===== src/rtl/gray_disp_pkg.sv =====
// Shared constants for the Gray-code display scanner: hex glyphs, blank pattern
// and parameter limits.
package gray_disp_pkg;

  localparam int MAX_WIDTH  = 16;
  localparam int MAX_DIGITS = 8;

  localparam logic [6:0] SEG_BLANK = 7'b1111111;

  // Active-low segment patterns, bit0=a .. bit6=g, indexed by nibble value.
  localparam logic [15:0][6:0] HEX_GLYPH = {
    7'b0001110,  // F
    7'b0000110,  // E
    7'b0100001,  // d
    7'b1000110,  // C
    7'b0000011,  // b
    7'b0001000,  // A
    7'b0010000,  // 9
    7'b0000000,  // 8
    7'b1111000,  // 7
    7'b0000010,  // 6
    7'b0010010,  // 5
    7'b0011001,  // 4
    7'b0110000,  // 3
    7'b0100100,  // 2
    7'b1111001,  // 1
    7'b1000000   // 0
  };

  function automatic logic [6:0] hex_glyph(input logic [3:0] nib);
    return HEX_GLYPH[nib];
  endfunction

endpackage


===== src/rtl/gray_debounce.sv =====
// Accepts a synchronized word only after it has held one value for DEB_CYCLES
// further cycles; any change restarts the count.
module gray_debounce
  import gray_disp_pkg::*;
#(
  parameter int WIDTH      = 8,
  parameter int DEB_CYCLES = 16
) (
  input  logic             clk,
  input  logic             rst,
  input  logic [WIDTH-1:0] din,
  output logic [WIDTH-1:0] dout,
  output logic             accept
);

  localparam int CNT_W = $clog2(DEB_CYCLES + 1);

  logic [WIDTH-1:0] cand_p0;
  logic [CNT_W-1:0] cnt_p0;
  logic             same;

  assign same   = (din == cand_p0);
  // Fires exactly once per stable run; the saturated count keeps it quiet afterwards.
  assign accept = same && (cnt_p0 == CNT_W'(DEB_CYCLES - 1));
  assign dout   = cand_p0;

  always_ff @(posedge clk) begin
    if (rst) begin
      cand_p0 <= '0;
      cnt_p0  <= '0;
    end else if (!same) begin
      cand_p0 <= din;
      cnt_p0  <= '0;
    end else if (cnt_p0 != CNT_W'(DEB_CYCLES)) begin
      cnt_p0 <= cnt_p0 + 1'b1;
    end
  end

endmodule


===== src/rtl/gray_display_scanner.sv =====
// Gray-coded switch input -> binary LEDs plus multiplexed hex 7-segment scan.
// Optional input debounce is enabled by defining GRAY_DEBOUNCE_EN.
module gray_display_scanner
  import gray_disp_pkg::*;
#(
  parameter int WIDTH       = 8,
  parameter int NUM_DIGITS  = 4,
  parameter int REFRESH_DIV = 50000,
  parameter int DEB_CYCLES  = 16
) (
  input  logic                  clk,
  input  logic                  rst,
  input  logic [WIDTH-1:0]      gray_in,
  output logic [WIDTH-1:0]      led,
  output logic [6:0]            seg,
  output logic [NUM_DIGITS-1:0] an,
  output logic                  bin_valid
);

  localparam int CNT_W       = (REFRESH_DIV > 1) ? $clog2(REFRESH_DIV) : 1;
  localparam int IDX_W       = (NUM_DIGITS > 1) ? $clog2(NUM_DIGITS) : 1;
  localparam int USED_DIGITS = (WIDTH + 3) / 4;

  if (WIDTH < 1 || WIDTH > MAX_WIDTH) begin : g_bad_width
    $error("gray_display_scanner: WIDTH out of range");
  end
  if (NUM_DIGITS < 1 || NUM_DIGITS > MAX_DIGITS) begin : g_bad_digits
    $error("gray_display_scanner: NUM_DIGITS out of range");
  end
  if (REFRESH_DIV < 1 || DEB_CYCLES < 1) begin : g_bad_div
    $error("gray_display_scanner: REFRESH_DIV and DEB_CYCLES must be >= 1");
  end

  function automatic logic [WIDTH-1:0] gray_to_bin(input logic [WIDTH-1:0] g);
    logic [WIDTH-1:0] b;
    b[WIDTH-1] = g[WIDTH-1];
    for (int i = WIDTH - 2; i >= 0; i--) begin
      b[i] = b[i+1] ^ g[i];
    end
    return b;
  endfunction

  // Stage p0/p1: two-flop synchronizer for the asynchronous switch input.
  logic [WIDTH-1:0] sync_p0, sync_p1;

  always_ff @(posedge clk) begin
    if (rst) begin
      sync_p0 <= '0;
      sync_p1 <= '0;
    end else begin
      sync_p0 <= gray_in;
      sync_p1 <= sync_p0;
    end
  end

  logic             load;
  logic [WIDTH-1:0] load_val;

`ifdef GRAY_DEBOUNCE_EN
  gray_debounce #(
    .WIDTH      (WIDTH),
    .DEB_CYCLES (DEB_CYCLES)
  ) u_debounce (
    .clk    (clk),
    .rst    (rst),
    .din    (sync_p1),
    .dout   (load_val),
    .accept (load)
  );
`else
  assign load     = 1'b1;
  assign load_val = sync_p1;
`endif

  // Stage p2: converted value register and change strobe.
  logic [WIDTH-1:0] bin_next;
  logic [WIDTH-1:0] bin_q;
  logic             vld_p2;

  assign bin_next = gray_to_bin(load_val);

  always_ff @(posedge clk) begin
    if (rst) begin
      bin_q  <= '0;
      vld_p2 <= 1'b0;
    end else begin
      vld_p2 <= load && (bin_next != bin_q);
      if (load) bin_q <= bin_next;
    end
  end

  assign led       = bin_q;
  assign bin_valid = vld_p2;

  // Refresh divider and digit index.
  logic [CNT_W-1:0] refresh_cnt;
  logic [IDX_W-1:0] digit_idx;

  always_ff @(posedge clk) begin
    if (rst) begin
      refresh_cnt <= '0;
      digit_idx   <= '0;
    end else if (refresh_cnt == CNT_W'(REFRESH_DIV - 1)) begin
      refresh_cnt <= '0;
      digit_idx   <= (digit_idx == IDX_W'(NUM_DIGITS - 1)) ? '0 : digit_idx + 1'b1;
    end else begin
      refresh_cnt <= refresh_cnt + 1'b1;
    end
  end

  // Both an and seg decode from the same registered index, so they never disagree.
  logic [4*MAX_DIGITS-1:0] nib_vec;
  logic [3:0]              nibble;

  always_comb begin
    nib_vec              = '0;
    nib_vec[WIDTH-1:0]   = bin_q;
    nibble               = nib_vec[4*int'(digit_idx) +: 4];
    if (int'(digit_idx) >= USED_DIGITS) seg = SEG_BLANK;
    else                                seg = hex_glyph(nibble);
    an = ~(NUM_DIGITS'(1) << digit_idx);
  end

endmodule


===== config.mk =====
export PLATFORM = sky130hd
export DESIGN_NAME = gray_display_scanner
export DESIGN_NICKNAME = d
export VERILOG_FILES = /design/src/rtl/gray_disp_pkg.sv /design/src/rtl/gray_debounce.sv /design/src/rtl/gray_display_scanner.sv
export SDC_FILE = /design/constraint.sdc
export NUM_CORES = 1
export LEC_CHECK = 0
export BUFFER_PORTS_ARGS = -buffer_cell sky130_fd_sc_hd__buf_4
export CORE_UTILIZATION = 55
export DETAILED_ROUTE_END_ITERATION = 10
export GPL_TIMING_DRIVEN = 0
export PLACE_DENSITY = 0.77
export SYNTH_ARGS = -nofsm -noshare
export SYNTH_HDL_FRONTEND = slang
export SYNTH_SLANG_ARGS = --single-unit

===== constraint.sdc =====
create_clock -name clk -period 4.84 [get_ports clk]
set_clock_uncertainty 0.2 [all_clocks]
set_input_delay 0 -clock clk [delete_from_list [all_inputs] [get_ports clk]]
set_output_delay 0 -clock clk [all_outputs]
set_load 0.005 [all_outputs]

==> flow_metrics.env, run 1 <==
export IMPL_synth_flop_cell="dfxtp_1"
export IMPL_cts_sinks=43
export IMPL_drive_gt1_share_pct=15.5
export IMPL_final_nets=291
export IMPL_final_cell_mix="dfxtp_1, nor2_1, buf_4, nor2b_1"
export IMPL_cp_required_ns=4.64
export IMPL_drt_total_wl_mm=3.73
export IMPL_crit_fanout=7
export IMPL_synthToLayoutAreaGrowth_pct=23.8
export IMPL_cp_start_kind="register"
export IMPL_crit_family="multiplexers"
export IMPL_grt_start_max_net_pins=14
export IMPL_hold_end="led[7]$_SDFF_PP0_"
export IMPL_dr_pass1_iters=4
export IMPL_grt_pass1_vias=1506
export IMPL_rrSetupSlack_ns=2.43
export IMPL_critPathBufInv=4
export IMPL_critPathCaptureType="output port"
export IMPL_initial_utilization_pct=59.2
export IMPL_grt_overflow_total=0
export IMPL_cp_arrival_ns=2.51
export IMPL_post_cts_repair_setup_buffers=0
export IMPL_cpMostUsedCell="inv_1"
export IMPL_cellPowerDensity_nw_per_um2=340
export IMPL_rsz0062_at_grt="false"
export IMPL_cp_slowest_stage_delay_ns=0.44
export IMPL_period_share_pct=55.9
export IMPL_wire_per_inst_um=11.8
export IMPL_h_tree_depth=2
export IMPL_drc=0
export IMPL_root_buffer="clkbuf_8"
export IMPL_ys_ff_latch=43
export IMPL_clock_latency_ns=0.29
export IMPL_die_area_um2=3980
export IMPL_ys_types=36
export IMPL_violations="hold timing"
export IMPL_vias_per_cell=5.02
export IMPL_ant_nets=0
export IMPL_antenna_cells=0
export IMPL_slew_violations=0
export IMPL_synth_edf_count=0
export IMPL_cts_inserted_buffers=5
export IMPL_final_common_cell="dfxtp_1"
export IMPL_path_cells="buf_2, mux2i_1, nor2_1, inv_1, ha_1, inv_1, mux4_2, nand2b_1, buf_4"
export IMPL_avgSynthCellArea_um2=9.09
export IMPL_final_setup_tns_ns=0
export IMPL_async_reset_ff_share_pct=0
export IMPL_syn_inst=226
export IMPL_timing_fmax_mhz=370
export IMPL_max_cap_violations=0
export IMPL_rr_endpoint="refresh_cnt[7]$_SDFF_PP0_"
export IMPL_grt_pass1_wl_mm=6.57
export IMPL_fp_dieH_um=63.1
export IMPL_dr_first_iter_drc_count=79
export IMPL_hp_start="rst"
export IMPL_grtUsageTotal_pct=21.3
export IMPL_holdWs_ns=-0.00242
export IMPL_hold_depth=3
export IMPL_reg2regPathDepth=8
export IMPL_core_um2=3470
export IMPL_ys_seq_area_share_pct=41.9
export IMPL_ir_drop_mv=0.240
export IMPL_hold_class="primary input to register"
export IMPL_cts_tree="done"
export IMPL_vias=1592
export IMPL_fp_row_count=21
export IMPL_ios=30
export IMPL_run_status="complete, but fails checks"
export IMPL_placed_area_um2=2330
export IMPL_p_total_uw=865
export IMPL_hpwl_mm=2.61
export IMPL_path_clk_slew_ns=0.08
export IMPL_finalSetupViolCount=0
export IMPL_antenna_found_initial=0
export IMPL_critPathSlowestCell="mux4_2"
export IMPL_syn_cell_area_um2=2050
export IMPL_critPathKind="register to output port"
export IMPL_fp_dieW_um=63.1
export IMPL_slew_headroom_pct=68.2
export IMPL_syn_nets=247
export IMPL_cts_path_max_buffers=2
export IMPL_yosysWarnings=0
export IMPL_gp_congestion=0.816
export IMPL_fin_crit_ns=2.71
export IMPL_worst_pin_slew_ns=0.477
export IMPL_io_buffers=29
export IMPL_r2r_start="refresh_cnt[0]$_SDFF_PP0_"
export IMPL_design_area_um2=2540
export IMPL_fin_util_pct=73.3
export IMPL_finalHoldViolations=3
export IMPL_power_leakage_uw=0.00108
-- worst reg2reg max path, stage by stage, from the launching register on --
cell,delay (ns)
dfxtp_1,0.37
ha_1,0.19
and3_1,0.15
clkbuf_1,0.22
nand4_1,0.25
nand2b_1,0.14
clkbuf_1,0.25
clkbuf_1,0.42
nor2_1,0.10
-- cells by family (layout without fill, tap and decap cells) --
kind of cell    after synthesis  after routing  synth area share, %
mux                           7              7                 4.02
flops                        43             43                 41.9
xor+xnor                     26             26                 12.5
fa+ha+maj                    11             11                 6.70
simple gates                 99             99                 24.7
buf+inv                      23             68                 4.33
compound gates               17             17                 5.85
-- power by group --
group          internal (uW)  leakage [uW]  switching (uW)
sequential               370      0.000352            14.3
clock                    206     0.0000654             116
combinational           86.4      0.000667            72.7
-- worst max path at each step --
stage                                    from                   endpoint  cells after the start
global placement    refresh_cnt[0]$_SDFF_PP0_  refresh_cnt[9]$_SDFF_PP0_                      8
global route        digit_idx[0]$_SDFFE_PP0P_                     seg[3]                      9
CTS                 digit_idx[0]$_SDFFE_PP0P_                     seg[3]                      9
detailed placement  digit_idx[0]$_SDFFE_PP0P_                     seg[3]                      9
finish              digit_idx[0]$_SDFFE_PP0P_                     seg[3]                      9
floorplan           digit_idx[0]$_SDFFE_PP0P_                     seg[3]                      8
-- stage by stage --
stage | setup WS [ns] | instances
after floorplan | 2.79 | 226
after global placement | 2.46 | 301
after detailed placement | 2.43 | 301
after CTS | 2.11 | 317
after global routing | 1.96 | 317
final | 2.13 | 317
-- cells in the mapped netlist (all sizes together) (4+ instances only) --
master	n	share of area, %
nand2	14	2.6
inv	12	2.2
nand4	4	1.2
clkbuf	9	1.6
xor2	14	6.0
nor2b	18	5.5
xnor2	10	4.3
o21ai	5	1.2
nand3	7	1.7
o221ai	4	1.7
nor3	5	1.2
ha	11	6.7
nor2	32	5.9
dfxtp	43	42
or3	4	1.2
mux2i	6	2.9
-- sequential cells by signal, indices dropped and copies added (netlist names) --
name         cells
refresh_cnt     16
led              8
load_val         8
sync_p0          8
digit_idx        2
bin_valid        1
-- per-layer routing --
metal  track usage [%]  wire (um)  vias up
li1                  -          -      837
met1              25.7       1710      725
met2              36.6       1890       28
met3              4.89        104        2
met4              7.85         25        0
met5                 0          0        -
-- layout make-up --
type / instances / area [um^2]
Multi-Input combinational cell: 160 / 1100
Tap cell: 46 / 57.6
Clock buffer: 6 / 72.6
Clock inverter: 2 / 60.1
Buffer: 11 / 43.8
Timing Repair Buffer: 37 / 298
Sequential cell: 43 / 861
Inverter: 12 / 45.0
Fill cell: 270 / 927
-- what timing repair did --
action,4_1_cts,5_1_grt
resized for setup,0,0
hold endpoints to repair,8,0
endpoints found under the setup margin,0,0
hold buffers,8,0
Note: power is estimated with default switching activity, not from simulation.
==> run 2, diff against run 1 <==
--- a/config.mk
+++ b/config.mk
@@ -5,6 +5,7 @@
 export SDC_FILE = /design/constraint.sdc
 export NUM_CORES = 1
 export LEC_CHECK = 0
+export ABC_AREA = 1
 export BUFFER_PORTS_ARGS = -buffer_cell sky130_fd_sc_hd__buf_4
 export CORE_UTILIZATION = 55
 export DETAILED_ROUTE_END_ITERATION = 10
==> constraint.sdc (replaced) <==
create_clock -name clk -period 2.53 [get_ports clk]
set_clock_uncertainty 0.2 [all_clocks]
set_input_delay 0 -clock clk [delete_from_list [all_inputs] [get_ports clk]]
set_output_delay 0 -clock clk [all_outputs]
set_load 0.005 [all_outputs]
==> run 2 against run 1 <==
The flow now finishes without violations. Critical path depth rose by 1. Non-clock buffer count fell by 6. Die area rose by 6.7%. Largest power group unchanged.
==> flow_metrics.env, run 2 <==
export IMPL_run_status="complete, no violations"
export IMPL_timing_fmax_mhz=435
export IMPL_fp_dieH_um=65.2
export IMPL_rsz0062_at_grt="false"
export IMPL_cp_required_ns=2.33
export IMPL_antenna_found_initial=0
export IMPL_fin_crit_ns=2.30
export IMPL_dr_first_iter_drc_count=77
export IMPL_grt_pass1_vias=1746
export IMPL_rr_endpoint="refresh_cnt[2]$_SDFF_PP0_"
export IMPL_vias=1906
export IMPL_critPathKind="register to output port"
export IMPL_hold_class="register to register"
export IMPL_ys_types=34
export IMPL_core_um2=3740
export IMPL_gp_congestion=0.819
export IMPL_hold_end="load_val[4]$_SDFF_PP0_"
export IMPL_hpwl_mm=3.15
export IMPL_io_buffers=28
export IMPL_drc=0
export IMPL_cts_inserted_buffers=5
export IMPL_syn_inst=291
export IMPL_critPathCaptureType="output port"
export IMPL_cellPowerDensity_nw_per_um2=568
export IMPL_ios=30
export IMPL_antenna_cells=0
export IMPL_cts_path_max_buffers=2
export IMPL_regArea_um2=861
export IMPL_synth_edf_count=0
export IMPL_h_tree_depth=2
export IMPL_slew_headroom_pct=62.9
export IMPL_fill_cells=332
export IMPL_initial_utilization_pct=58.6
export IMPL_wire_per_inst_um=11.0
export IMPL_crit_fanout=8
export IMPL_yosys_cell_count_top_type="nor2_1"
export IMPL_reg2regPathDepth=10
export IMPL_grt_start_max_net_pins=14
export IMPL_ir_drop_mv=0.491
export IMPL_die_area_um2=4250
export IMPL_final_setup_tns_ns=0
export IMPL_fp_dieW_um=65.2
export IMPL_dr_pass1_iters=4
export IMPL_syn_cell_area_um2=2190
export IMPL_synthTopCellsByArea="dfxtp_1, nor2_1, inv_1"
export IMPL_netlist_top_cells_count="nor2_1, inv_1, dfxtp_1, nand2_1, nand3_1"
export IMPL_path_clk_slew_ns=0.08
export IMPL_synthToLayoutAreaGrowth_pct=23.3
export IMPL_async_reset_ff_share_pct=0
export IMPL_largest_reg_flops=16
export IMPL_rrSetupSlack_ns=0.32
export IMPL_period_share_pct=91.0
export IMPL_ys_seq_area_share_pct=39.2
export IMPL_drive_gt1_share_pct=21.6
export IMPL_final_common_cell="nor2_1"
export IMPL_finalSetupViolCount=0
export IMPL_holdWs_ns=0.203
export IMPL_finalHoldViolations=0
export IMPL_final_cell_mix="nor2_1, inv_1, dfxtp_1, nand2_1, buf_4"
export IMPL_ys_ff_latch=43
export IMPL_power_leakage_uw=0.00119
export IMPL_cts_sinks=43
export IMPL_yosysWarnings=0
export IMPL_cts_tree="done"
export IMPL_hold_depth=2
export IMPL_regMostFlops="refresh_cnt"
export IMPL_cp_start_kind="register"
export IMPL_worst_pin_slew_ns=0.554
export IMPL_slew_violations=0
export IMPL_synth_top_area_cell="dfxtp_1"
export IMPL_yosysTopAreaCellShare_pct=39.2
export IMPL_clock_latency_ns=0.30
export IMPL_synth_flop_cell="dfxtp_1"
export IMPL_ant_nets=0
export IMPL_grt_pass1_wl_mm=7.63
export IMPL_max_cap_violations=0
export IMPL_multi_input_area_um2=1130
export IMPL_syn_nets=312
export IMPL_avgSynthCellArea_um2=7.54
export IMPL_vias_per_cell=4.94
export IMPL_hp_start="sync_p0[4]$_SDFF_PP0_"
export IMPL_r2r_start="refresh_cnt[0]$_SDFF_PP0_"
export IMPL_grt_overflow_total=0
export IMPL_fp_row_count=22
export IMPL_drt_total_wl_mm=4.25
export IMPL_grtUsageTotal_pct=23.5
export IMPL_cp_arrival_ns=2.10
export IMPL_root_buffer="clkbuf_8"
export IMPL_final_nets=358
[run 2: changes by cell type in the layout (fill, tap and decap cells not counted), sizes merged, moves of 8 or more]
cell | previous run | this run
nor2 | 32 | 56
nand3 | 7 | 29
nand2 | 14 | 42
xor2 | 14 | 2
nor2b | 18 | 0
clkbuf | 15 | 7
a21oi | 2 | 13
inv | 12 | 55
[run 2: metal layers]
layer / vias to the layer above / GRT usage (%) / wire [um]
li1: 1006 / - / -
met5: - / 0 / 0
met3: 5 / 4.86 / 179
met4: 0 / 10.1 / 76
met1: 853 / 29.4 / 1970
met2: 42 / 38.8 / 2020
[run 2: critical path, stage by stage (launching register included)]
cell and delay (ns):
dfxtp_1 0.40, inv_4 0.13, nor2_1 0.08, nor3_4 0.25, inv_1 0.12, ha_1 0.20, inv_1 0.09, nor2_1 0.07
o21ai_0 0.22, nand3_1 0.10, buf_4 0.15
[run 2: repair_timing]
action | 4_1_cts | 5_1_grt
gates resized for setup | 1 | 3
pin swaps | 0 | 1
setup endpoints to repair | 3 | 5
hold buffers | 9 | 0
setup buffers | 0 | 2
endpoints found under the hold margin | 15 | 0
[run 2: how the worst max path moves through the flow]
stage,cells past startpoint,from,slack [ns],to
after floorplan,8,digit_idx[0]$_SDFFE_PP0P_,0.66,seg[0]
after global placement,10,digit_idx[0]$_SDFFE_PP0P_,0.20,seg[3]
after detailed placement,10,digit_idx[0]$_SDFFE_PP0P_,0.18,seg[3]
after CTS,10,digit_idx[0]$_SDFFE_PP0P_,0.09,seg[3]
after global routing,10,digit_idx[0]$_SDFFE_PP0P_,0.02,seg[3]
final,10,digit_idx[0]$_SDFFE_PP0P_,0.23,seg[3]
[run 2: cell type report]
cell class                 count  share of cell area, %
buffer                         3                  0.416
multi-input combinational    190                   41.8
clock buffer                   6                   3.05
sequential                    43                   31.8
inverter                      55                   7.72
timing repair buffer          39                   11.7
tap                           48                   2.22
clock inverter                 2                   1.29
[run 2: report_power, final]
part	leakage, uW	switching [uW]	internal (uW)
Combinational	0.000780	142	126
Sequential	0.000352	21.2	704
Clock	0.0000612	227	319
Total	0.00119	389	1150
[run 2: cells by family after synthesis]
kind of cell / synth area share, %
AOI/OAI and AO/OA: 6.96
xor gates and xnor gates: 2.00
adders and majority gates: 6.27
buffers and inverters: 9.92
DFF: 39.2
and+or+nand+nor: 35.6
[run 2: stage by stage]
| stage | util (%) | area, um^2 | cells | power, uW | worst slack [ns] |
|---|---|---|---|---|---|
| after floorplan | - | 2190 | 291 | 901 | 0.664 |
| after global placement | 65.8 | 2460 | 367 | 983 | 0.202 |
| after detailed placement | 65.8 | 2460 | 367 | 991 | 0.182 |
| after CTS | 71.5 | 2680 | 384 | 1550 | 0.0924 |
| after global routing | 72.3 | 2710 | 386 | 1620 | 0.0249 |
| final | 72.3 | 2710 | 386 | 1540 | 0.229 |
